File: src/rtl/apb_pkg.sv
// Shared definitions for the APB master bridge: FSM states, window base,
// access-size codes and the request-decode helper.
package apb_pkg;

    typedef enum logic [1:0] {
        IDLE   = 2'd0,
        SETUP  = 2'd1,
        ACCESS = 2'd2,
        DONE   = 2'd3
    } apb_state_e;

    localparam logic [15:0] BRIDGE_BASE = 16'h2000;

    localparam logic [1:0] SZ_BYTE = 2'b00;
    localparam logic [1:0] SZ_HALF = 2'b01;
    localparam logic [1:0] SZ_WORD = 2'b10;

    // A request goes to APB only when it is a load/store inside the window.
    function automatic logic is_apb_bound(input logic [31:0] addr,
                                          input logic        load,
                                          input logic        store,
                                          input logic [15:0] base);
        return (load | store) && (addr[31:16] == base);
    endfunction

endpackage

File: src/rtl/apb_master_bridge_if.sv
// APB bus between the bridge (master) and the peripheral address decoder (slave).
interface apb_master_bridge_if;
    logic [31:0] PADDR;
    logic [31:0] PWDATA;
    logic [1:0]  PSTRB;
    logic        PSEL;
    logic        PENABLE;
    logic        PWRITE;
    logic        Pstore_done;
    logic        PREADY;
    logic [31:0] PRDATA;
    logic        LOAD_READY;

    modport master (
        output PADDR, PWDATA, PSTRB, PSEL, PENABLE, PWRITE, Pstore_done,
        input  PREADY, PRDATA, LOAD_READY
    );

    modport slave (
        input  PADDR, PWDATA, PSTRB, PSEL, PENABLE, PWRITE, Pstore_done,
        output PREADY, PRDATA, LOAD_READY
    );
endinterface

File: src/rtl/apb_timeout_counter.sv
// Counts non-completing ACCESS cycles; expire flags the last allowed one.
module apb_timeout_counter #(
    parameter int unsigned TIMEOUT_CYCLES = 255
) (
    input  logic clk,
    input  logic rst_n,
    input  logic clear,
    input  logic enable,
    output logic expire
);

    logic [7:0] count;

    // Clear on request, otherwise advance once per stalled ACCESS cycle.
    always_ff @(posedge clk) begin
        if (!rst_n) begin
            count <= '0;
        end else if (clear) begin
            count <= '0;
        end else if (enable) begin
            count <= count + 8'd1;
        end
    end

    // count holds the number of earlier stalled cycles, so +1 is this one.
    assign expire = enable && (({1'b0, count} + 9'd1) == 9'(TIMEOUT_CYCLES));

endmodule

File: src/rtl/apb_master_bridge.sv
// APB master: turns core loads/stores in the peripheral window into APB
// transfers and stalls the memory stage until completion or timeout.
module apb_master_bridge #(
    parameter logic [15:0] BRIDGE_BASE    = apb_pkg::BRIDGE_BASE,
    parameter int unsigned TIMEOUT_CYCLES = 255
) (
    input  logic                       PCLK,
    input  logic                       PRESETn,
    input  logic [31:0]                CPU_ADDR,
    input  logic [31:0]                CPU_WDATA,
    input  logic [1:0]                 CPU_STRB,
    input  logic                       CPU_LOAD,
    input  logic                       CPU_STORE,
    output logic [31:0]                CPU_RDATA,
    output logic                       CPU_STALL,
    output logic                       CPU_DONE,
    output logic                       CPU_ERR,
    apb_master_bridge_if.master        apb
);
    import apb_pkg::*;

    apb_state_e  state;
    logic [31:0] paddr_q;
    logic [31:0] pwdata_q;
    logic [1:0]  pstrb_q;
    logic        pwrite_q;
    logic        psel_q;
    logic        penable_q;
    logic [31:0] rdata_q;
    logic        done_q;
    logic        err_q;

    logic apb_req;
    logic complete;
    logic expire;

    assign apb_req  = is_apb_bound(CPU_ADDR, CPU_LOAD, CPU_STORE, BRIDGE_BASE);
    assign complete = (state == ACCESS) && apb.PREADY && (pwrite_q || apb.LOAD_READY);

    apb_timeout_counter #(
        .TIMEOUT_CYCLES(TIMEOUT_CYCLES)
    ) u_timeout (
        .clk    (PCLK),
        .rst_n  (PRESETn),
        .clear  (state == SETUP),
        .enable ((state == ACCESS) && !complete),
        .expire (expire)
    );

    // Transfer FSM; the holding registers double as the APB outputs and are
    // zeroed on leaving ACCESS so the bus reads zero in IDLE and DONE.
    always_ff @(posedge PCLK) begin
        if (!PRESETn) begin
            state     <= IDLE;
            paddr_q   <= '0;
            pwdata_q  <= '0;
            pstrb_q   <= '0;
            pwrite_q  <= 1'b0;
            psel_q    <= 1'b0;
            penable_q <= 1'b0;
            rdata_q   <= '0;
            done_q    <= 1'b0;
            err_q     <= 1'b0;
        end else begin
            unique case (state)
                IDLE: begin
                    done_q <= 1'b0;
                    err_q  <= 1'b0;
                    if (apb_req) begin
                        paddr_q  <= CPU_ADDR;
                        pwdata_q <= CPU_WDATA;
                        pstrb_q  <= CPU_STRB;
                        pwrite_q <= CPU_STORE;
                        psel_q   <= 1'b1;
                        state    <= SETUP;
                    end
                end
                SETUP: begin
                    penable_q <= 1'b1;
                    state     <= ACCESS;
                end
                ACCESS: begin
                    if (complete || expire) begin
                        psel_q    <= 1'b0;
                        penable_q <= 1'b0;
                        paddr_q   <= '0;
                        pwdata_q  <= '0;
                        pstrb_q   <= '0;
                        pwrite_q  <= 1'b0;
                        done_q    <= 1'b1;
                        err_q     <= !complete;
                        rdata_q   <= (complete && !pwrite_q) ? apb.PRDATA : '0;
                        state     <= DONE;
                    end
                end
                DONE: begin
                    done_q <= 1'b0;
                    err_q  <= 1'b0;
                    state  <= IDLE;
                end
                default: state <= IDLE;
            endcase
        end
    end

    assign apb.PADDR       = paddr_q;
    assign apb.PWDATA      = pwdata_q;
    assign apb.PSTRB       = pstrb_q;
    assign apb.PWRITE      = pwrite_q;
    assign apb.PSEL        = psel_q;
    assign apb.PENABLE     = penable_q;
    assign apb.Pstore_done = (state == ACCESS) && pwrite_q && apb.PREADY;

    assign CPU_RDATA = rdata_q;
    assign CPU_DONE  = done_q;
    assign CPU_ERR   = err_q;
    assign CPU_STALL = ((state == IDLE) && apb_req) || (state == SETUP) || (state == ACCESS);

endmodule

File: src/flat_wrapper.sv
// flat-port wrapper written by rule: the top's interface ports become plain ports
module apb_master_bridge_flat import apb_pkg::*;
#(
    parameter logic [15:0] BRIDGE_BASE    = apb_pkg::BRIDGE_BASE,
    parameter int unsigned TIMEOUT_CYCLES = 255
)
  (PCLK, PRESETn, CPU_ADDR, CPU_WDATA, CPU_STRB, CPU_LOAD, CPU_STORE, CPU_RDATA, CPU_STALL, CPU_DONE, CPU_ERR, apb_PADDR, apb_PWDATA, apb_PSTRB, apb_PSEL, apb_PENABLE, apb_PWRITE, apb_Pstore_done, apb_PREADY, apb_PRDATA, apb_LOAD_READY);
  apb_master_bridge_if apb_i ();
  input  logic PCLK;
  input  logic PRESETn;
  input  logic [31:0] CPU_ADDR;
  input  logic [31:0] CPU_WDATA;
  input  logic [1:0] CPU_STRB;
  input  logic CPU_LOAD;
  input  logic CPU_STORE;
  output logic [31:0] CPU_RDATA;
  output logic CPU_STALL;
  output logic CPU_DONE;
  output logic CPU_ERR;
  output wire logic [$bits(apb_i.PADDR)-1:0] apb_PADDR;
  output wire logic [$bits(apb_i.PWDATA)-1:0] apb_PWDATA;
  output wire logic [$bits(apb_i.PSTRB)-1:0] apb_PSTRB;
  output wire logic [$bits(apb_i.PSEL)-1:0] apb_PSEL;
  output wire logic [$bits(apb_i.PENABLE)-1:0] apb_PENABLE;
  output wire logic [$bits(apb_i.PWRITE)-1:0] apb_PWRITE;
  output wire logic [$bits(apb_i.Pstore_done)-1:0] apb_Pstore_done;
  input wire logic [$bits(apb_i.PREADY)-1:0] apb_PREADY;
  input wire logic [$bits(apb_i.PRDATA)-1:0] apb_PRDATA;
  input wire logic [$bits(apb_i.LOAD_READY)-1:0] apb_LOAD_READY;
  assign apb_PADDR = apb_i.PADDR;
  assign apb_PWDATA = apb_i.PWDATA;
  assign apb_PSTRB = apb_i.PSTRB;
  assign apb_PSEL = apb_i.PSEL;
  assign apb_PENABLE = apb_i.PENABLE;
  assign apb_PWRITE = apb_i.PWRITE;
  assign apb_Pstore_done = apb_i.Pstore_done;
  assign apb_i.PREADY = apb_PREADY;
  assign apb_i.PRDATA = apb_PRDATA;
  assign apb_i.LOAD_READY = apb_LOAD_READY;
  apb_master_bridge #(.BRIDGE_BASE(BRIDGE_BASE), .TIMEOUT_CYCLES(TIMEOUT_CYCLES)) u_core (.PCLK(PCLK), .PRESETn(PRESETn), .CPU_ADDR(CPU_ADDR), .CPU_WDATA(CPU_WDATA), .CPU_STRB(CPU_STRB), .CPU_LOAD(CPU_LOAD), .CPU_STORE(CPU_STORE), .CPU_RDATA(CPU_RDATA), .CPU_STALL(CPU_STALL), .CPU_DONE(CPU_DONE), .CPU_ERR(CPU_ERR), .apb(apb_i));
endmodule
File: config.mk
export PLATFORM = sky130hd
export DESIGN_NAME = apb_master_bridge_flat
export DESIGN_NICKNAME = d
export VERILOG_FILES = /design/src/rtl/apb_pkg.sv /design/src/rtl/apb_master_bridge_if.sv /design/src/rtl/apb_timeout_counter.sv /design/src/rtl/apb_master_bridge.sv /design/src/flat_wrapper.sv
export SDC_FILE = /design/constraint.sdc
export NUM_CORES = 1
export LEC_CHECK = 0
export BUFFER_PORTS_ARGS = -buffer_cell sky130_fd_sc_hd__buf_2
export CAP_MARGIN = 20
export CELL_PAD_IN_SITES_DETAIL_PLACEMENT = 1
export CELL_PAD_IN_SITES_GLOBAL_PLACEMENT = 1
export CORE_MARGIN = 3
export CORE_UTILIZATION = 35
export CTS_BUF_LIST = sky130_fd_sc_hd__clkbuf_8
export DETAILED_ROUTE_END_ITERATION = 10
export HOLD_SLACK_MARGIN = 0.1
export PLACE_DENSITY = 0.86
export REMOVE_ABC_BUFFERS = 1
export SETUP_SLACK_MARGIN = 0.15
export SLEW_MARGIN = 20
export SYNTH_ARGS = -nofsm -noshare
export SYNTH_HDL_FRONTEND = slang
export SYNTH_SLANG_ARGS = --single-unit
export TNS_END_PERCENT = 10
File: constraint.sdc
create_clock -name PCLK -period 6.2 [get_ports PCLK]
set_clock_uncertainty 0.2 [all_clocks]
set_input_delay 0.62 -clock PCLK [delete_from_list [all_inputs] [get_ports PCLK]]
set_output_delay 0.62 -clock PCLK [all_outputs]
set_load 0.1 [all_outputs]
# Yosys cells after proc, flatten, opt, wreduce, memory -nomap -nowiden
# Index checks and enable logic that the tools add are counted.
# Widths: inputs -> output; s select.
[word_totals]
input_bits = 104
romBits = 0
register_bits = 113
output_inout_bits = 105
latchBits = 0
word_cells = 70
memories = 0
mem_bits_rw = 0
[op_classes]
addsub = 2
eq_ne = 7
n_div = 0
multipliers = 0
magnitude_cmp = 0
shifts = 0
mux = 22
bitwise_logic = 2
reduce_logical = 26
[op_table]
columns = ["op", "n"]
rows = [
  ["$mux 32", 4],
  ["$pmux 32 s2", 2],
  ["$eq 16x14->1 const B", 1],
  ["$pmux 1 s2", 5],
  ["$add 8x1->9 const B", 1],
  ["$eq 9x8->1 const B", 1],
  ["$logic_and 1x1->1", 9],
  ["$add 8x1->8 const B", 1],
  ["$mux 2", 4],
  ["$pmux 2 s4", 1],
  ["$reduce_and 2->1", 4],
  ["$reduce_bool 2->1", 3],
  ["$mux 1", 5],
  ["$eq 2x2->1 const B", 2],
  ["$logic_or 1x1->1", 4],
  ["$pmux 2 s2", 1],
  ["$reduce_or 2->1", 2],
  ["$reduce_and 3->1", 1],
  ["$eq 2x1->1 const B", 1],
  ["$logic_not 1->1", 2],
  ["$logic_not 2->1", 1],
  ["$ne 2x1->1 const B", 1],
  ["$ne 2x2->1 const B", 1],
  ["$not 1->1", 1],
  ["$or 1x1->1", 1],
]

# Logic depth before layout (Yosys ltp)
[logic_depth]
ltp_word = 9
mapped_depth = 9
ltp_nobuf = 7

# Cells and area by module
# Synthesis repeated with hierarchy kept, for this count alone.
[unflattened]
cells_unflattened = 468
area_unflattened_um2 = 4565.6
[modules_own_cells]
columns = ["module", "cells_each", "area_per_inst_um2", "seq_area_each_um2", "instances"]
rows = [
  ["apb_master_bridge", 421, 4145.2, 2102.0, 1],
  ["apb_timeout_counter", 47, 420.4, 160.2, 1],
]

# Worst setup path after synthesis
# No wires, ideal clock.
[synth_timing]
kind = "reg2out"
start = "register u_core.pwrite_q (netlist: u_core.apb.PWRITE)"
end = "output port apb_Pstore_done"
t_arrival_ns = 1.935
required_time_ns = 5.380
path_buffers = 0
path_stages_with_launch = 2
path_slack_ns = 3.445
path_cell_list = "dfxtp_1 and3_1"
[synth_via]
elab_chain_cells = 2
[synth_rtl]
columns = ["element", "line_no", "text"]
rows = [
  ["start, declared", "apb_master_bridge.sv:26", "logic pwrite_q;"],
  ["start signal, assigned", "apb_master_bridge.sv:58", "pwrite_q <= 1'b0;"],
  ["start signal, assigned", "apb_master_bridge.sv:73", "pwrite_q <= CPU_STORE;"],
  ["start signal, assigned", "apb_master_bridge.sv:89", "pwrite_q <= 1'b0;"],
  ["$logic_and 1x1->1 (2 in series)", "apb_master_bridge.sv:112", "assign apb.Pstore_done = (state == ACCESS) && pwrite_q && apb.PREADY;"],
  ["end, declared", "flat_wrapper.sv:26", "output wire logic [$bits(apb_i.Pstore_done)-1:0] apb_Pstore_done;"],
]
# Every way passes these cells.

# Worst setup path after layout
[layout_timing]
start = "register u_core.u_timeout.count[0]"
end = "register u_core.pstrb_q[0] (netlist: u_core.apb.PSTRB[0])"
[layout_via]
elab_chain_cells = 6
[layout_rtl]
columns = ["element", "line_no", "text"]
rows = [
  ["start, declared", "apb_timeout_counter.sv:12", "logic [7:0] count;"],
  ["start signal, assigned", "apb_timeout_counter.sv:21", "count <= count + 8'd1;"],
  ["$add 8x1->9", "apb_timeout_counter.sv:26", "assign expire = enable && (({1'b0, count} + 9'd1) == 9'(TIMEOUT_CYCLES));"],
  ["$eq 9x8->1", "apb_timeout_counter.sv:26", ""],
  ["$logic_and 1x1->1", "apb_timeout_counter.sv:26", ""],
  ["$logic_or 1x1->1", "apb_master_bridge.sv:83", "if (complete || expire) begin"],
  ["$ne 2x2->1 (no line)", "--", ""],
  ["$reduce_and 3->1 (no line)", "--", ""],
  ["end signal, assigned", "apb_master_bridge.sv:57", "pstrb_q <= '0;"],
  ["end signal, assigned", "apb_master_bridge.sv:72", "pstrb_q <= CPU_STRB;"],
  ["end signal, assigned", "apb_master_bridge.sv:88", "pstrb_q <= '0;"],
  ["end, declared", "apb_master_bridge.sv:25", "logic [1:0] pstrb_q;"],
]
# Every way passes these cells.
# A chain may end at the register's enable or synchronous reset.

==> results.txt <==
----------------------------------------------------
[Synthesis]
  Async set-or-reset flop fraction in the synthesized netlist ... 0
  Share of synthesized area occupied by flip-flops and latches ... 0.510
  Netlist Area Pre-Place ... 0.00444 mm²
  Number of warnings printed during yosys synthesis ... 0
  Synth area leader ... sky130_fd_sc_hd__dfxtp_1
  Ys flop type ... sky130_fd_sc_hd__dfxtp_1
  Post-synthesis cell count ... 476
  Distinct cell type count of the synthesized netlist ... 45
  Top cell type's share of synthesized area ... 0.510
  Most area-consuming cells after synthesis ... sky130_fd_sc_hd__dfxtp_1 (51%), sky130_fd_sc_hd__a32oi_1 (10%), sky130_fd_sc_hd__nand2_1 (6.8%)
  Avg Cell Area, Syn ... 9.32 µm²
  Number of enable-type register cells in the synthesized netlist ... 0
  Register bit count reported by yosys ... 113

[Routing]
  Pre-Repair DR Iteration Count ... 4
  Remaining DRCs ... 0
  Count of vias placed by the detailed router ... 4,497
  Wire length reported by the detailed router ... ~15,000 µm
  Average via count per standard cell ... 5.33
  Remaining antenna violation count after routing ... 0
  Count of routing violations after the opening detailed-route iteration ... 307
  Average wire per cell in the routed design ... 17.6 µm

[Clocking]
  Clk_lat worst skew ... 420 ps
  Clk buf depth ... 2
  Root Buffer Master ... sky130_fd_sc_hd__clkbuf_8
  Clock-pin slew on the worst setup and hold paths ... 70 ps
  Number of clock sinks ... 113
  Clock tree from TritonCTS ... done
  Number of buffers added by the clock tree synthesis step ... 17
  Setup Buffers After CTS ... 0
  Hold-fix buffers, CTS ... 0
  CTS H-tree depth ... 4
  Count of instances resized after the clock tree is built ... 0

[Worst setup path]
  R2R cell count ... 7
  Data arrival time of the worst path ... 3110 ps
  Type of the worst setup path ... flip-flop to flip-flop
  Worst EP required ... between 6000 and 7000 ps
  Cell family with most CP delay ... compound AO/OA/AOI/OAI gates
  Number of buffer and inverter instances along the worst setup path ... 1
  Startpoint Class ... flip-flop
  Slowest cell delay on critical path ... roughly 560 ps
  Ordered list of cells on the worst path ... ha_1 > nand2_1 > o22a_1 > o22ai_1 > a21o_2 > buf_4 > o21ai_1
  Crit. End Element ... flip-flop
  Reg2Reg Launch Point ... u_core.u_timeout.count[0]
  Critical path origin ... u_core.u_timeout.count[0]
  Number of cells on the critical path ... 7
  Critical path peak fanout ... 71
  CP max stage cell ... sky130_fd_sc_hd__buf_4

[Die]
  Starting Density ... 0.363
  Die outline height ... 119 µm
  Top-Level Pins ... roughly 210
  Standard-cell row count ... 40
  Horizontal die dimension ... around 120 µm
  Core area ... approximately 0.012 mm²
  Floorplan die area ... 0.0141 mm²

[Layout]
  Area growth from synthesis to layout ... 35.3%
  Commonest cells after routing, fill and taps aside ... sky130_fd_sc_hd__buf_2 (207), sky130_fd_sc_hd__dfxtp_1 (113), sky130_fd_sc_hd__nand2_1 (80)
  Antenna diode count ... 0
  Commonest non-fill, non-tap cell in the layout ... sky130_fd_sc_hd__buf_2
  Nets ... 773
  Fraction of layout cells with a size suffix above 1 ... 0.373

[Place]
  IO Port Bufs ... 208
  Detailed-placement wirelength estimate ... 10,500 µm
  Weighted congestion reported at the end of routability-driven placement ... slightly below 0.8

[Timing]
  Worst hold slack after final layout ... 207 ps
  Final Hold Violating Endpoints ... 0
  Fmax ... 329 MHz
  Final Cycle Share ... 0.490
  Final setup violating endpoints ... 0
  Unrepaired setup endpoints after global routing ... false
  Fin crit period ... 3040 ps
  Setup TNS ... 0 ps
  Worst max-slew margin expressed relative to the limit ... 0.483
  Measured slew at the worst slew-check pin ... between 700 and 800 ps
  Max-slew violation count ... 0

[Min path]
  Beginning of the worst hold path ... apb_PRDATA[5]
  HP Class ... input port to flip-flop
  Hold-critical path depth ... 2

[GRT]
  Remaining global-route overflow ... 0
  Via count of the first global-routing pass ... around 4,600
  Aggregate global-route resource usage ... 0.205
  Initial antenna violation count ... 0
  Largest net degree at the start of global routing ... 79
  Global-route wire length before repair ... approximately 23,000 µm

[Pwr]
  Ratio of total power to cell area ... 280 mW/mm²
  Peak supply drop ... 0.139 mV
  Leak Pwr ... 2.61 nW

[Outcome]
  Status ... finished clean

[Run]
  # Max-Cap Violations ... 0

----------------------------------------------------
[power breakdown]
group,switching [mW],internal (mW)
combinational,0.124,0.0480
clock,0.293,0.477
sequential,0.00579,0.733
[layout make-up]
type	instances	area (µm²)
Fill cell	1509	6210
Sequential cell	113	2260
Multi-Input combinational cell	312	1980
Timing Repair Buffer	213	1080
Clock buffer	21	289
Tap cell	168	210
Clock inverter	10	156
Inverter	7	26.3
[worst register-to-register path, cell delays in order (launching register included)]
cell and delay [ps]:
sky130_fd_sc_hd__dfxtp_1 520, sky130_fd_sc_hd__ha_1 350, sky130_fd_sc_hd__nand2_1 100, sky130_fd_sc_hd__o22a_1 200
sky130_fd_sc_hd__o22ai_1 490, sky130_fd_sc_hd__a21o_2 220, sky130_fd_sc_hd__buf_4 560, sky130_fd_sc_hd__o21ai_1 250
[cells in the mapped netlist, drive strengths merged, types with 4 or more instances]
| cell type | number |
|---|---|
| inv | 7 |
| xor2 | 4 |
| a21oi | 22 |
| nor2 | 11 |
| nand4 | 5 |
| ha | 5 |
| nand2 | 80 |
| o21ai | 59 |
| a32oi | 51 |
| buf | 18 |
| nor4 | 4 |
| clkbuf | 26 |
| dfxtp | 113 |
| a22o | 33 |
[metal layers]
| layer | GRT usage | wire length (µm) | vias to the layer above |
|---|---|---|---|
| li1 | - | - | 2144 |
| met1 | 0.218 | 5810 | 2195 |
| met2 | 0.374 | 7920 | 121 |
| met3 | 0.0493 | 648 | 37 |
| met4 | 0.104 | 441 | 0 |
| met5 | 0 | 0 | - |
[worst paths after layout]
path	to	slack, ps
min reg2reg	u_core.apb.PADDR[24]	230
max	u_core.apb.PSTRB[0]	3160
min	u_core.CPU_RDATA[5]	210
max reg2reg	u_core.apb.PSTRB[0]	3160
[state kept, by name (all words and copies together), names as in the netlist]
| name | cells |
|---|---|
| u_core.CPU_DONE | 1 |
| u_core.CPU_RDATA | 32 |
| u_core.apb.PWRITE | 1 |
| u_core.apb.PENABLE | 1 |
| u_core.u_timeout.count | 8 |
| u_core.apb.PSEL | 1 |
| u_core.apb.PSTRB | 2 |
| u_core.CPU_ERR | 1 |
| u_core.apb.PADDR | 32 |
| u_core.apb.PWDATA | 32 |
| u_core.state | 2 |
[through the flow]
stage	total power [mW]	setup slack, ps	util	std cells	instance area [µm²]
floorplan	0.851	2490	-	432	4240
global placement	0.921	3280	0.455	813	5550
detailed placement	0.927	3180	0.455	813	5550
CTS	1.70	3180	0.491	844	6000
global route	1.75	2960	0.492	844	6000
finish	1.68	3160	0.492	844	6000
[cells by family after synthesis]
family / count (synthesis) / synth area share
AO/OA/AOI/OAI: 183 / 0.294
adder cells (fa/ha/maj): 5 / 0.0141
flip-flops: 113 / 0.510
XOR/XNOR: 5 / 0.00987
buffers and inverters: 51 / 0.0502
AND/OR/NAND/NOR: 119 / 0.122
Note: power is estimated with default switching activity, not from simulation.
